<file path="src/rtl/t05_data_mem_responder_pkg.sv">
// Shared types, constants and lane helpers for the data-memory responder.
package t05_mem_pkg;

  typedef enum logic [1:0] {
    ST_IDLE = 2'd0,
    ST_BUSY = 2'd1,
    ST_RESP = 2'd2,
    ST_ERR  = 2'd3
  } mem_state_t;

  localparam logic [2:0] F3_B  = 3'b000;
  localparam logic [2:0] F3_H  = 3'b001;
  localparam logic [2:0] F3_W  = 3'b010;
  localparam logic [2:0] F3_BU = 3'b100;
  localparam logic [2:0] F3_HU = 3'b101;

  localparam logic [31:0] WORD_ALIGN_MASK = 32'hFFFF_FFFC;

  // Access is rejected for misalignment, an unknown size, or an unsigned store.
  function automatic logic access_bad(input logic [2:0] f3, input logic [1:0] lo,
                                      input logic is_store);
    logic bad;
    bad = 1'b0;
    case (f3)
      F3_B:    bad = 1'b0;
      F3_BU:   bad = is_store;
      F3_H:    bad = lo[0];
      F3_HU:   bad = is_store | lo[0];
      F3_W:    bad = (lo != 2'b00);
      default: bad = 1'b1;
    endcase
    return bad;
  endfunction

  // Byte-lane enables for an access of the given size at the given offset.
  function automatic logic [3:0] lane_sel(input logic [2:0] f3, input logic [1:0] lo);
    logic [3:0] sel;
    sel = 4'b0000;
    case (f3)
      F3_B, F3_BU: sel = 4'b0001 << lo;
      F3_H, F3_HU: sel = 4'b0011 << lo;
      F3_W:        sel = 4'b1111;
      default:     sel = 4'b0000;
    endcase
    return sel;
  endfunction

  // Store data replicated across all lanes so any enabled lane carries it.
  function automatic logic [31:0] lane_wdata(input logic [2:0] f3, input logic [31:0] d);
    logic [31:0] w;
    w = d;
    case (f3)
      F3_B, F3_BU: w = {4{d[7:0]}};
      F3_H, F3_HU: w = {2{d[15:0]}};
      default:     w = d;
    endcase
    return w;
  endfunction

endpackage

</file>
<file path="src/rtl/t05_load_extend.sv">
// Picks the addressed byte/half from a bus word and sign- or zero-extends it.
module t05_load_extend
  import t05_mem_pkg::*;
(
  input  logic [31:0] rdata,
  input  logic [1:0]  addr,
  input  logic [2:0]  funct3,
  output logic [31:0] data
);

  logic [7:0]  byte_v;
  logic [15:0] half_v;

  // Lane select followed by size/sign extension.
  always_comb begin
    byte_v = rdata[7:0];
    case (addr)
      2'd0:    byte_v = rdata[7:0];
      2'd1:    byte_v = rdata[15:8];
      2'd2:    byte_v = rdata[23:16];
      default: byte_v = rdata[31:24];
    endcase
    half_v = addr[1] ? rdata[31:16] : rdata[15:0];
    data   = rdata;
    case (funct3)
      F3_B:    data = {{24{byte_v[7]}}, byte_v};
      F3_BU:   data = {24'h00_0000, byte_v};
      F3_H:    data = {{16{half_v[15]}}, half_v};
      F3_HU:   data = {16'h0000, half_v};
      default: data = rdata;
    endcase
  end

endmodule

</file>
<file path="src/rtl/t05_data_mem_responder.sv">
// Single-outstanding load/store responder between the core datapath and the data bus.
module t05_data_mem_responder
  import t05_mem_pkg::*;
#(
  parameter int unsigned TIMEOUT = 16
) (
  input  logic        clk,
  input  logic        rst,
  input  logic        mem_read,
  input  logic        mem_write,
  input  logic [2:0]  funct3,
  input  logic [31:0] read_address,
  input  logic [31:0] write_address,
  input  logic [31:0] store_data,
  output logic [31:0] bus_addr,
  output logic [31:0] bus_wdata,
  output logic [3:0]  bus_sel,
  output logic        bus_we,
  output logic        bus_stb,
  input  logic [31:0] bus_rdata,
  input  logic        bus_ack,
  output logic [31:0] load_data,
  output logic        load_valid,
  output logic        stall,
  output logic        fault
);

  localparam int unsigned CNT_W = $clog2(TIMEOUT + 1);

  mem_state_t       state_q, state_d;
  logic [CNT_W-1:0] cnt_q, cnt_d;
  logic [31:0]      addr_q, addr_d;
  logic [31:0]      wdata_q, wdata_d;
  logic [3:0]       sel_q, sel_d;
  logic             we_q, we_d;
  logic             stb_q, stb_d;
  logic [31:0]      ldata_q, ldata_d;
  logic             lvalid_q, lvalid_d;
  logic             fault_q, fault_d;
  logic [1:0]       lo_q, lo_d;
  logic [2:0]       f3_q, f3_d;

  logic             req;
  logic [31:0]      req_addr;
  logic [31:0]      ext_data;

  assign req      = mem_read | mem_write;
  assign req_addr = mem_write ? write_address : read_address;

  t05_load_extend u_load_extend (
    .rdata  (bus_rdata),
    .addr   (lo_q),
    .funct3 (f3_q),
    .data   (ext_data)
  );

  // Next-state and registered-output logic.
  always_comb begin
    state_d  = state_q;
    cnt_d    = cnt_q;
    addr_d   = addr_q;
    wdata_d  = wdata_q;
    sel_d    = sel_q;
    we_d     = we_q;
    stb_d    = stb_q;
    ldata_d  = ldata_q;
    lvalid_d = 1'b0;
    fault_d  = 1'b0;
    lo_d     = lo_q;
    f3_d     = f3_q;
    case (state_q)
      ST_IDLE: begin
        if (req) begin
          addr_d  = req_addr & WORD_ALIGN_MASK;
          wdata_d = lane_wdata(funct3, store_data);
          sel_d   = lane_sel(funct3, req_addr[1:0]);
          we_d    = mem_write;
          lo_d    = req_addr[1:0];
          f3_d    = funct3;
          cnt_d   = '0;
          if (access_bad(funct3, req_addr[1:0], mem_write)) begin
            state_d = ST_ERR;
            fault_d = 1'b1;
            stb_d   = 1'b0;
          end else begin
            state_d = ST_BUSY;
            stb_d   = 1'b1;
          end
        end
      end
      ST_BUSY: begin
        if (bus_ack) begin
          state_d = ST_RESP;
          stb_d   = 1'b0;
          if (!we_q) begin
            ldata_d  = ext_data;
            lvalid_d = 1'b1;
          end
        end else if (cnt_q == CNT_W'(TIMEOUT - 1)) begin
          state_d = ST_ERR;
          stb_d   = 1'b0;
          fault_d = 1'b1;
        end else begin
          cnt_d = cnt_q + CNT_W'(1);
        end
      end
      ST_RESP: state_d = ST_IDLE;
      ST_ERR:  state_d = ST_IDLE;
      default: state_d = ST_IDLE;
    endcase
  end

  // State and output registers with synchronous reset.
  always_ff @(posedge clk) begin
    if (rst) begin
      state_q  <= ST_IDLE;
      cnt_q    <= '0;
      addr_q   <= '0;
      wdata_q  <= '0;
      sel_q    <= '0;
      we_q     <= 1'b0;
      stb_q    <= 1'b0;
      ldata_q  <= '0;
      lvalid_q <= 1'b0;
      fault_q  <= 1'b0;
      lo_q     <= '0;
      f3_q     <= '0;
    end else begin
      state_q  <= state_d;
      cnt_q    <= cnt_d;
      addr_q   <= addr_d;
      wdata_q  <= wdata_d;
      sel_q    <= sel_d;
      we_q     <= we_d;
      stb_q    <= stb_d;
      ldata_q  <= ldata_d;
      lvalid_q <= lvalid_d;
      fault_q  <= fault_d;
      lo_q     <= lo_d;
      f3_q     <= f3_d;
    end
  end

  // Stall is raised in the request cycle itself, so it must be combinational.
  assign stall = (state_q == ST_BUSY) | ((state_q == ST_IDLE) & req);

  assign bus_addr   = addr_q;
  assign bus_wdata  = wdata_q;
  assign bus_sel    = sel_q;
  assign bus_we     = we_q;
  assign bus_stb    = stb_q;
  assign load_data  = ldata_q;
  assign load_valid = lvalid_q;
  assign fault      = fault_q;

endmodule

</file>
<file path="config.mk">
export PLATFORM = sky130hd
export DESIGN_NAME = t05_data_mem_responder
export DESIGN_NICKNAME = d
export VERILOG_FILES = /design/src/rtl/t05_data_mem_responder_pkg.sv /design/src/rtl/t05_load_extend.sv /design/src/rtl/t05_data_mem_responder.sv
export SDC_FILE = /design/constraint.sdc
export NUM_CORES = 1
export LEC_CHECK = 0
export ABC_AREA = 1
export CAP_MARGIN = 20
export CELL_PAD_IN_SITES_DETAIL_PLACEMENT = 0
export CELL_PAD_IN_SITES_GLOBAL_PLACEMENT = 2
export CORE_ASPECT_RATIO = 1.1
export CORE_UTILIZATION = 21
export DETAILED_ROUTE_END_ITERATION = 6
export PLACE_DENSITY = 0.81
export SLEW_MARGIN = 20
export SYNTH_ARGS = -nofsm -noshare
export SYNTH_HDL_FRONTEND = slang
export SYNTH_SLANG_ARGS = --single-unit
</file>
<file path="constraint.sdc">
create_clock -name clk -period 2 [get_ports clk]
set_input_delay 0.4 -clock clk [delete_from_list [all_inputs] [get_ports clk]]
set_output_delay 0.4 -clock clk [all_outputs]
set_load 0.1 [all_outputs]
</file>
==> summary.txt, run 1 <==
Run status
  – Outcome: finished, violations left
  – Failing checks: design-rule violations

Timing
  – Fin crit share: around 93%
  – Final hold viol count: 0
  – Setup_tns: 0 ns
  – Unrepaired setup endpoints after global routing: no
  – Setup Viol. Count Final: 0
  – Post-route minimum period: around 1.9 ns
  – Least-Margin Pin Slew: 0.5927 ns
  – Worst slew margin: 60.34%
  – Pins Over Slew Limit: 0
  – Post-route setup slack: between 0.1 and 0.15 ns
  – Skew final: 0.01302 ns
  – FMAX: 0.5375 GHz

Die
  – Die area: between 20000 and 30000 µm²
  – I/O pin cnt: around 240
  – Chip height: ~170 µm
  – Core area: 24400 µm²
  – Initial Utilization: around a fifth
  – FP Rows: 60
  – Die extent in x: about 150 µm

Power
  – Clk pwr share: between 20% and 30%
  – Pwr dens: roughly 1200 nW/µm²
  – Reg power frac: between 20% and 30%
  – Leakage power: approximately 3.7 nW
  – Pint: about 0.0054 W
  – Logic gate share of total power: 43.8%
  – NetSw: about 0.0047 W
  – Worst-case vdd ir drop: around 550 µV
  – Sw frac: roughly 47%

Setup path
  – Required @ worst endpoint: 1.60 ns
  – Bufs and invs on worst path: 2
  – Critical Path End Type: primary output
  – Worst EP arrival: 1.46 ns
  – Critical path's slowest cell: clkdlybuf4s50_1
  – Worst-path maximum fanout: 4
  – CP startpoint kind: primary input
  – Delay-heaviest family, CP: buffers and inverters
  – Crit path cell chain: clkdlybuf4s50_1 -> o21ai_4 -> nand2_1 -> buf_12
  – Kind of critical path: primary input to primary output
  – FF-to-FF setup slack: ~0.33 ns
  – Max stage delay on crit path: 0.49 ns

Worst hold path
  – Hold/Removal Path Class: flop to flop

Clocking
  – Post-cts hold buffer count: 0
  – CTS Sinks: between 100 and 150
  – TritonCTS Buffers: 17
  – Worst-Skew Late Latency: between 0.4 and 0.5 ns
  – CTS H-tree lvls: 4
  – Post-CTS Resized: 0
  – Reg clk slew, reported paths: about 0.05 ns
  – Root Buffer: clkbuf_16
  – Clk buf depth: 2
  – Post-CTS Setup Inserts: 0
  – CTS tree: done

Logic synthesis
  – Synth async-reset ratio: 0%
  – Syn Area/Cell: 7.033 µm²
  – Share of the synthesized area in the top cell type: between 40 and 50%
  – Main area contributors after synthesis: dfxtp_1, nand2_1, o21ai_0, a21oi_1, a31oi_1
  – Post-synth EDFFs: 0
  – Yosys reg bits: ~110
  – Mapped Cells: between 700 and 800
  – Yosys warning count: 0
  – Number of distinct library cells after synthesis: 32
  – Seq/Total Area, Yosys: between 40 and 50%
  – Post-synth top area cell: dfxtp_1
  – Most used flip-flop cell after synthesis: dfxtp_1
  – Synth Cell Area: about 5200 µm²

Global routing
  – Initial antenna violation count: 0
  – Largest net degree at the start of global routing: 57
  – First-pass GRT wire length: ~32 mm
  – Gr usage total: 15.98%
  – GR Overflow Total: 0
  – Number of global-route vias before repair: between 5k and 6k

Final layout
  – Fill cells: 2655
  – Area of the multi-input gates: 2444 µm²
  – Fin nets: between 1k and 1.5k
  – Filler-free cell count of the finished design: approximately 1.3k
  – # diodes: 0
  – Share of layout cells above drive strength 1: 18.31%
  – Register area: around 2300 µm²
  – Area Overhead vs Synth: 59.99%

Routing
  – TritonRoute pass-1 iters: 7
  – Total number of vias: about 5.7k
  – DR WL/cell: 15.50 µm
  – Number of remaining DRC errors: 14
  – Final antenna-violating net count: 0
  – DR vias/cell: between 4 and 5
  – Total detailed-routing wirelength: 20.22 mm
  – Drt first-iter violations: about 250

Place
  – GP Congestion: between 0.7 and 0.8
  – Port bufs: around 240
  – DP Wirelength: ~15 mm
  – Placed cells: 1272
  – Post-place setup slack: -0.05885 ns

Job
  – Total of max-cap violations: 0
[cells in the mapped netlist (7+ instances only)]
cell      count
nand2_1     194
dfxtp_1     114
o21ai_0      90
a21oi_1      63
inv_1        57
nor2_1       50
a31oi_1      45
nand3_1      29
clkbuf_1     24
buf_2        15
o21ai_1       8
a21o_1        7
nand4_1       7
[final timing paths]
kind,start,end,cells after the start
worst max-delay path,mem_read,stall,4
worst min-delay path,cnt_q[4],cnt_q[4],2
worst max register to register,cnt_q[0],cnt_q[0],10
worst min register to register,cnt_q[4],cnt_q[4],2
[cell usage in the layout (no fill, tap or decap), drive strengths merged, types with 2 or more instances in the layout]
cell / count
nand2: 197
buf: 135
clkdlybuf4s50: 134
dfxtp: 114
o21ai: 99
inv: 66
a21oi: 64
nor2: 52
a31oi: 45
nand3: 29
clkbuf: 19
a21o: 7
nand4: 7
o22ai: 5
clkinv: 5
clkinvlp: 3
o211ai: 2
or2: 2
ha: 2
conb: 2
nor3: 2
[per-stage QoR]
stage,hold slack (ns),instance area (µm²),power [W],util [%]
floorplan,0.4390,5223,0.006013,-
finish,0.4602,8349,0.01006,34.22
global placement,0.4515,7795,0.007285,31.95
detailed placement,0.4565,7795,0.007279,31.95
CTS,0.4639,8347,0.01020,34.21
global route,0.4822,8349,0.01053,34.22
[cells by family after synthesis]
| kind of cell | after synthesis | share of synthesized area [%] |
|---|---|---|
| xor+xnor | 1 | 0.1679 |
| buf+inv | 112 | 9.518 |
| fa+ha+maj | 2 | 0.4794 |
| compound gates | 223 | 23.52 |
| other cells | 1 | 0.07186 |
| flops | 114 | 43.73 |
| simple gates | 289 | 22.51 |
[layout make-up]
class                   count  area share (%)
well taps                 310           4.646
repair buffers            270           29.40
inverters                  61           2.742
clock buffers              19           5.425
flip-flops and latches    114           27.33
multi-input cells         517           29.27
clock inverters            13           1.184
[power by group through the flow]
stage | combinational [W] | sequential [W] | clock [W]
CTS | 0.00444 | 0.00281 | 0.00295
detailed placement | 0.00443 | 0.00285 | 0
global placement | 0.00444 | 0.00285 | 0
global route | 0.00463 | 0.00284 | 0.00306
floorplan | 0.00103 | 0.00499 | 0
finish | 0.00441 | 0.00280 | 0.00286
[flip-flops by register name (all words and copies together), names as in the netlist]
name        cells
state_q         2
f3_q            3
bus_addr       30
bus_sel         4
bus_stb         1
fault           1
bus_we          1
load_valid      1
lo_q            2
bus_wdata      32
load_data      32
cnt_q           5
[worst reg2reg max path, cell delays in order (launching register included)]
cell and delay (ns):
dfxtp_1 0.31, ha_1 0.21, nand2_1 0.08, nor2_1 0.05, ha_1 0.18, nor2_1 0.13, nand2_1 0.15, nand2_1 0.15
inv_1 0.08, o21ai_0 0.16, a21oi_1 0.06
[routing by layer]
metal | share of wire (%) | GRT usage [%]
met5 | 0 | 0
met4 | 0.91 | 4.303
met3 | 7.4 | 5.512
met2 | 47 | 26.47
met1 | 44 | 19.62
Note: power is estimated with default switching activity, not from simulation.
==> run 2: changes to the inputs <==
--- a/config.mk
+++ b/config.mk
@@ -12,7 +12,9 @@
 export CORE_ASPECT_RATIO = 1.1
 export CORE_UTILIZATION = 21
 export DETAILED_ROUTE_END_ITERATION = 6
-export PLACE_DENSITY = 0.81
+export PLACE_DENSITY_LB_ADDON = 0.25
+export SKIP_CTS_REPAIR_TIMING = 1
+export SKIP_LAST_GASP = 1
 export SLEW_MARGIN = 20
 export SYNTH_ARGS = -nofsm -noshare
 export SYNTH_HDL_FRONTEND = slang
==> run 2 against run 1 <==
The run still ends with design-rule violations left. Combinational power grew 2%. Maximum frequency shrank 2.9%. Routed wire length shrank 0.24%. Worst setup slack lost 0.056 ns. Clock power grew 2%. Clock skew shrank 0.0013 ns. Critical path depth grew 1.
==> summary.txt, run 2 (same netlist as run 1, synthesis figures left out) <==
Setup path
  – Required @ worst endpoint: 1.60 ns (about the same)
  – Critical Path End Type: primary output
  – Critical path's slowest cell: clkdlybuf4s50_1
  – CP startpoint kind: primary input
  – Reg2reg path depth: 10 (unchanged)
  – Worst EP arrival: 1.52 ns (+0.06 ns)
  – FF-to-FF setup slack: 0.30 ns (-0.03 ns)
  – Crit path cell chain: clkdlybuf4s50_1 -> buf_4 -> o21ai_4 -> nand2_2 -> buf_12
  – Kind of critical path: primary input to primary output
  – Crit path from: mem_write
  – Worst-path maximum fanout: 7 (+3)
  – Reg-to-reg startpoint: cnt_q[1]
  – Max stage delay on crit path: 0.45 ns (-0.04 ns)
  – Worst R2R End: cnt_q[3]

Place
  – Post-place setup slack: -0.06932 ns (-0.01047 ns)
  – GP Congestion: 0.7601 (-0.50%)
  – Port bufs: 238 (unchanged)
  – DP Wirelength: 14.80 mm (-1.7%)
  – Post-DP Area: 7863 µm² (+0.87%)

Routing
  – Final antenna-violating net count: 0 (unchanged)
  – Drt first-iter violations: 285 (+13%)
  – Number of remaining DRC errors: 12 (-2)
  – Total detailed-routing wirelength: 20.17 mm (-0.24%)
  – TritonRoute pass-1 iters: 7 (unchanged)
  – DR WL/cell: 15.42 µm (-0.54%)
  – DR vias/cell: 4.388 (+0.68%)
  – Total number of vias: 5739 (+0.99%)

Worst hold path
  – Hold EP: cnt_q[4]
  – Startpoint of the worst hold path: cnt_q[4]
  – Hold Path Cell Cnt: 2 (unchanged)
  – Hold/Removal Path Class: flop to flop

Die
  – FP Rows: 60 (unchanged)
  – Initial Utilization: 21.39% (unchanged)
  – Core area: 24400 µm² (unchanged)
  – Chip height: 167.3 µm (unchanged)
  – Die area: 25490 µm² (unchanged)
  – Die extent in x: 152.3 µm (unchanged)
  – I/O pin cnt: 241 (unchanged)

Global routing
  – GRT met3 Usage: 5.409% (-0.10 points)
  – Gr usage total: 16.13% (+0.15 points)
  – Initial antenna violation count: 1 (+1)
  – Number of global-route vias before repair: 5879 (+3.5%)
  – GR Overflow Total: 0 (unchanged)
  – GRT busiest layer: met2
  – Largest net degree at the start of global routing: 46 (-19%)
  – Met1 usage: 19.42% (-0.20 points)
  – First-pass GRT wire length: 32.09 mm (+1.5%)
  – Met2 GRT Util: 27.31% (+0.84 points)

Clocking
  – Worst-Skew Late Latency: 0.41 ns (about the same)
  – CTS Sinks: 114 (unchanged)
  – CTS tree: done
  – Clk buf depth: 2 (unchanged)
  – TritonCTS Buffers: 17 (unchanged)
  – CTS H-tree lvls: 4 (unchanged)
  – Root Buffer: clkbuf_16
  – Reg clk slew, reported paths: 0.06 ns (about the same)

Timing
  – Post-route setup slack: 0.08337 ns (-0.05608 ns)
  – Worst slew margin: 62.73% (+2.4 points)
  – Post-route minimum period: 1.917 ns (+0.05608 ns)
  – Fin crit share: 95.83% (+2.8 points)
  – Unrepaired setup endpoints after global routing: no
  – Final hold viol count: 0 (unchanged)
  – Setup Viol. Count Final: 0 (unchanged)
  – FMAX: 0.5218 GHz (-2.9%)
  – Pins Over Slew Limit: 0 (unchanged)
  – Least-Margin Pin Slew: 0.5570 ns (-0.03573 ns)
  – Skew final: 0.01172 ns (-0.001297 ns)

Power
  – Leakage power: 3.748 nW (+0.75%)
  – Total Power: 0.01018 W (+1.2%)
  – Pwr dens: 1208 nW/µm² (+0.26%)
  – Worst-case vdd ir drop: 458.9 µV (-16%)

Final layout
  – Fin nets: 1123 (+0.36%)
  – Commonest non-fill, non-tap cells in the layout: nand2_1, clkdlybuf4s50_1, buf_4, dfxtp_1, o21ai_0
  – Area Overhead vs Synth: 61.42%
  – # diodes: 0 (unchanged)
  – Share of layout cells above drive strength 1: 18.74% (+0.43 points)
  – Commonest non-fill, non-tap cell in the layout: nand2_1
  – Final core utilization: 34.53% (+0.31 points)
  – Finished Cell Area: 8424 µm² (+0.90%)

Run status
  – Failing checks: design-rule violations
  – Outcome: finished, violations left

Job
  – Total of max-cap violations: 0 (unchanged)
## run 2: changes by cell type in the layout (fill, tap and decap cells not counted), sizes merged
| cell | previous run | this run |
|---|---|---|
| dlymetal6s2s | 1 | 0 |
| buf | 135 | 139 |
| clkbuf | 19 | 17 |
| inv | 66 | 65 |
| clkinv | 5 | 7 |
| clkdlybuf4s50 | 134 | 135 |
| bufinv | 0 | 1 |
## run 2: worst max-delay path, delay by kind of cell
kind | cells | cell delay, ns
AOI/OAI and AO/OA | 1 | 0.18
buffers and inverters | 3 | 0.82
and+or+nand+nor | 1 | 0.10
## run 2: power breakdown
group | switching (W) | internal [W]
logic | 0.00333 | 0.00116
clock network | 0.00119 | 0.00172
registers | 0.000178 | 0.00261
## run 2: final cells by class
cell class / count / area (µm²)
fillers: 2693 / 15970
repair buffers: 274 / 2520
multi-input cells: 517 / 2446
flip-flops and latches: 114 / 2282
clock buffers: 17 / 425.4
well taps: 310 / 387.9
inverters: 61 / 229.0
clock inverters: 15 / 133.9
## run 2: worst max path at each step
stage | cells after the start | end
after floorplan | 6 | bus_stb
after global placement | 10 | state_q[1]
after detailed placement | 10 | state_q[1]
after CTS | 5 | stall
after global routing | 5 | stall
final | 5 | stall
## run 2: stage by stage
stage | setup TNS, ns | cells | hold WS [ns]
after global placement | -1.909 | 1276 | 0.4555
after CTS | -0.03036 | 1308 | 0.4683
after detailed placement | -1.388 | 1276 | 0.4605
after floorplan | 0 | 743 | 0.4390
final | 0 | 1308 | 0.4604
after global routing | 0 | 1308 | 0.4950
## run 2: layer usage
metal | part of all wire [%] | vias to the layer above
li1 | - | 2959
met1 | 44 | 2628
met2 | 48 | 150
met3 | 7.0 | 2
met4 | 0.39 | 0
met5 | 0 | -
